===== src/rtl/mux4_rr_arbiter.sv =====
// Round-robin arbiter driving the 2-bit select of a registered 4:1 mux.
// Optional ARB_LOCK_EN adds a lock input that defers the hold-timeout.
module mux4_rr_arbiter #(
  parameter int unsigned HOLD_MAX = 16,
  parameter int unsigned CNT_W    = 5
) (
  input  logic       clk,
  input  logic       rst,
  input  logic [3:0] req,
  input  logic       done,
`ifdef ARB_LOCK_EN
  input  logic       lock,
`endif
  output logic [3:0] gnt,
  output logic [1:0] sel,
  output logic       busy,
  output logic       out_valid,
  output logic       timeout
);

  typedef enum logic [0:0] {StIdle, StOwn} state_e;

  localparam logic [CNT_W-1:0] HoldLim = CNT_W'(HOLD_MAX);

  state_e           state;
  logic [1:0]       ptr;
  logic [CNT_W-1:0] cnt;
  logic [1:0]       pick;
  logic [1:0]       idx;
  logic             found;
  logic             lock_hold;

`ifdef ARB_LOCK_EN
  assign lock_hold = lock;
`else
  assign lock_hold = 1'b0;
`endif

  // First requester at or after ptr, wrapping modulo 4.
  always_comb begin
    pick  = ptr;
    idx   = ptr;
    found = 1'b0;
    for (int i = 0; i < 4; i++) begin
      idx = ptr + 2'(i);
      if (!found && req[idx]) begin
        pick  = idx;
        found = 1'b1;
      end
    end
  end

  // sel doubles as the owner index while in StOwn.
  always_ff @(posedge clk) begin
    if (!rst) begin
      state     <= StIdle;
      gnt       <= 4'b0000;
      sel       <= 2'b00;
      busy      <= 1'b0;
      out_valid <= 1'b0;
      timeout   <= 1'b0;
      ptr       <= 2'b00;
      cnt       <= '0;
    end else begin
      out_valid <= busy;
      timeout   <= 1'b0;
      case (state)
        StIdle: begin
          if (found) begin
            state <= StOwn;
            gnt   <= 4'b0001 << pick;
            sel   <= pick;
            busy  <= 1'b1;
            cnt   <= CNT_W'(1);
          end
        end
        StOwn: begin
          if (done || !req[sel]) begin
            state <= StIdle;
            gnt   <= 4'b0000;
            busy  <= 1'b0;
            ptr   <= sel + 2'd1;
            cnt   <= '0;
          end else if (cnt == HoldLim && !lock_hold) begin
            state   <= StIdle;
            gnt     <= 4'b0000;
            busy    <= 1'b0;
            ptr     <= sel + 2'd1;
            cnt     <= '0;
            timeout <= 1'b1;
          end else if (cnt != HoldLim) begin
            cnt <= cnt + CNT_W'(1);
          end
        end
        default: begin
          state <= StIdle;
          gnt   <= 4'b0000;
          busy  <= 1'b0;
          cnt   <= '0;
        end
      endcase
    end
  end

endmodule


===== config.mk =====
export PLATFORM = sky130hd
export DESIGN_NAME = mux4_rr_arbiter
export DESIGN_NICKNAME = d
export VERILOG_FILES = /design/src/rtl/mux4_rr_arbiter.sv
export SDC_FILE = /design/constraint.sdc
export NUM_CORES = 1
export LEC_CHECK = 0
export ABC_CLOCK_PERIOD_IN_PS = 3300
export BUFFER_PORTS_ARGS = -buffer_cell sky130_fd_sc_hd__buf_2
export CAP_MARGIN = 5
export CORE_MARGIN = 2
export CORE_UTILIZATION = 53
export CTS_CLUSTER_SIZE = 10
export DETAILED_ROUTE_END_ITERATION = 10
export PLACE_DENSITY = 0.76
export SLEW_MARGIN = 10
export SYNTH_ARGS = -nofsm -noshare
export SYNTH_HDL_FRONTEND = slang
export SYNTH_SLANG_ARGS = --single-unit

===== constraint.sdc =====
create_clock -name clk -period 3.3 [get_ports clk]
set_input_delay 0.33 -clock clk [delete_from_list [all_inputs] [get_ports clk]]
set_output_delay 0.33 -clock clk [all_outputs]
set_load 0.005 [all_outputs]

==> summary.md <==
| Metric | Value |
|---|---|
| Synth Flop Type | `dfxtp_1` |
| Fin. max-slew vios | `0` |
| Initial Util | `0.583` |
| Hold EP | `timeout$_SDFF_PP0_` |
| Router iterations before antenna repair | `5` |
| Register-to-Register Path Depth | `4` |
| Worst Setup SP | `sel[1]$_SDFFE_PN0P_` |
| P&R area growth vs syn | `11.6%` |
| # DRC | `0` |
| GR Util All Layers | `0.226` |
| CTS Sinks | `17` |
| ANT nets after route | `0` |
| Final wirelength | `1970 um` |
| Layout cell share with drive strength beyond 1 | `0.169` |
| Global placement routability congestion | `0.853` |
| Sequential-to-total area share from yosys stat | `0.379` |
| Final setup margin | `1.63 ns` |
| Worst reg2reg startpoint | `sel[1]$_SDFFE_PN0P_` |
| Floorplan row count | `14` |
| Crit path max-delay cell type | `o21ai_1` |
| Startpoint Class | `register` |
| Avg Cell Area, Syn | `8.72 sq um` |
| Hold path start | `rst` |
| Initial antenna violation count | `0` |
| Crit path DAT | `1.90 ns` |
| Grt ovf | `0` |
| N_diodes | `0` |
| WHS Path Cells | `3` |
| Largest net degree at the start of global routing | `17` |
| Fin Setup TNS | `0 ns` |
| Worst path max stage delay | `0.43 ns` |
| CP Class | `reg2reg` |
| WHS | `0.391 ns` |
| Pre-CTS setup slack | `1.60 ns` |
| Vias in the first global route | `744` |
| Routed vias/inst | `6.04` |
| Min Clock Period, post-route | `1.67 ns` |
| # H-tree levels | `1` |
| Buffers & Inverters on Critical Path | `0` |
| FF+latch count, synth | `17` |
| PwrDens | `420 mW/mm^2` |
| Fin crit share | `0.505` |
| Root Buffer | `clkbuf_4` |
| Via count | `810` |
| Die footprint | `0.00204 sq mm` |
| Status | `complete, no violations` |
| Avg WL per Cell | `14.7 um` |
| Total CTS buffers | `3` |
| FFs w/ async S/R, synth | `0` |
| R2R Setup Slk | `1.63 ns` |
| Detailed Place HPWL | `1460 um` |
| Slew headroom | `0.664` |
| Least-Margin Pin Slew | `0.500 ns` |
| Clk Latency, worst-skew pair | `0.29 ns` |
| Cell depth of the worst setup path | `4` |
| Crit end category | `register` |
| RSZ-0062 raised after global routing | `false` |
| Hold_buf cts | `0` |
| Worst EP required | `3.53 ns` |
| Final clock skew | `0.00563 ns` |
| First-iteration detailed-routing DRC count | `22` |
| Number of port buffers | `15` |
| IO Pins | `16` |
| Post-cts gate resize count | `0` |
| CTS tree | `yes` |
| Post-synth EDFFs | `0` |
| Fmax | `600 MHz` |
| Final nets | `128` |
| Peak VDD IR | `0.315 mV` |
| Synth cell types | `43` |
| Setup violators final | `0` |
| CP Max Fanout | `5` |
| Leakage power total | `0.413 nW` |
| First-pass GRT wire length | `3310 um` |
| Syn Inst Count | `103` |
| Core box area | `0.00154 sq mm` |
| Mapped Area | `898 sq um` |
| Post-layout util | `0.650` |
| R2R Path End | `cnt[0]$_SDFFE_PN0P_` |
| Worst-path clk slew | `0.09 ns` |
| Longest Clk Path Bufs | `2` |
| Final Hold Viols | `0` |
| Delay-heaviest family, CP | `compound AO/OA/AOI/OAI gates` |
| Max-Cap Viols | `0` |
| Min-Delay Path Class | `in2reg` |
| Die X | `45.2 um` |
| Syn_nets | `112` |
| Synth warnings | `0` |
| CP cell instances | `or2b_1 > o22a_1 > o21ai_1 > o2111a_1` |
| Setup Buffers After CTS | `0` |
| Die Y | `45.2 um` |
## where the power goes
group / switching (mW) / internal (mW)
Clock: 0.0620 / 0.0471
Combinational: 0.0426 / 0.0354
Sequential: 0.0152 / 0.218
## through the flow
| stage | power [mW] | instances | cell area (sq um) |
|---|---|---|---|
| 5_1_grt | 0.445 | 134 | 1000 |
| 2_1_floorplan | 0.289 | 103 | 898 |
| 6_report | 0.421 | 134 | 1000 |
| 4_1_cts | 0.423 | 134 | 1000 |
| 3_5_place_dp | 0.316 | 130 | 976 |
| 3_3_place_gp | 0.314 | 130 | 976 |
## kinds of logic after synthesis
| group | synth area share |
|---|---|
| AND/OR/NAND/NOR | 0.247 |
| buffers and inverters | 0.0404 |
| flip-flops | 0.379 |
| multiplexers | 0.0446 |
| XOR/XNOR | 0.0195 |
| adder cells (fa/ha/maj) | 0.0279 |
| AO/OA/AOI/OAI | 0.242 |
## worst reg2reg max path, delay by kind of cell (launching register included)
family          cells  cell delay [ns]
compound gates      3             0.96
flops               1             0.40
simple gates        1             0.26
## cell usage after synthesis (all sizes together) (2+ instances only)
library cell,count,area share
a32o,2,0.022
a21oi,2,0.011
a21boi,2,0.017
nand3,3,0.017
and2,2,0.014
and3,2,0.014
dfxtp,17,0.38
nor2,6,0.025
a31oi,2,0.014
nor3,2,0.011
mux2i,4,0.045
nand2,11,0.046
ha,2,0.028
o21ai,5,0.028
or4,2,0.017
nor2b,4,0.028
inv,5,0.021
o22ai,2,0.014
clkbuf,3,0.014
o211ai,3,0.025
o32ai,2,0.020
## cells in the final DEF, fill, tap and decap left out, types with 3 or more instances in the layout
cell      count
o21ai_0       3
mux2i_1       4
nand3_1       3
nor2_1        6
inv_1         5
dfxtp_1      17
nor2b_1       4
buf_2        15
clkbuf_4      3
nand2_1      11
o211ai_1      3
## layout make-up
| cell class | count | area [sq um] |
|---|---|---|
| Fill cell | 149 | 539 |
| Multi-Input combinational cell | 77 | 522 |
| Sequential cell | 17 | 340 |
| Timing Repair Buffer | 15 | 75.1 |
| Clock buffer | 4 | 26.3 |
| Tap cell | 16 | 20.0 |
| Inverter | 5 | 18.8 |
## metal layers
metal	GRT usage	wire (um)
met2	0.334	864
met1	0.302	951
met3	0.0320	110
met5	0	0
met4	0.153	47
## flip-flops by register name, indices dropped and copies added, names as in the netlist
name	flops
out_valid	1
sel	2
cnt	5
busy	1
ptr	2
state	1
gnt	4
timeout	1
## worst max path at each step
stage	to
5_1_grt	cnt[0]$_SDFFE_PN0P_
3_5_place_dp	cnt[0]$_SDFFE_PN0P_
2_1_floorplan	cnt[3]$_SDFFE_PN0P_
6_report	cnt[0]$_SDFFE_PN0P_
4_1_cts	cnt[0]$_SDFFE_PN0P_
3_3_place_gp	cnt[0]$_SDFFE_PN0P_
Power figures use the tool's default switching activity.
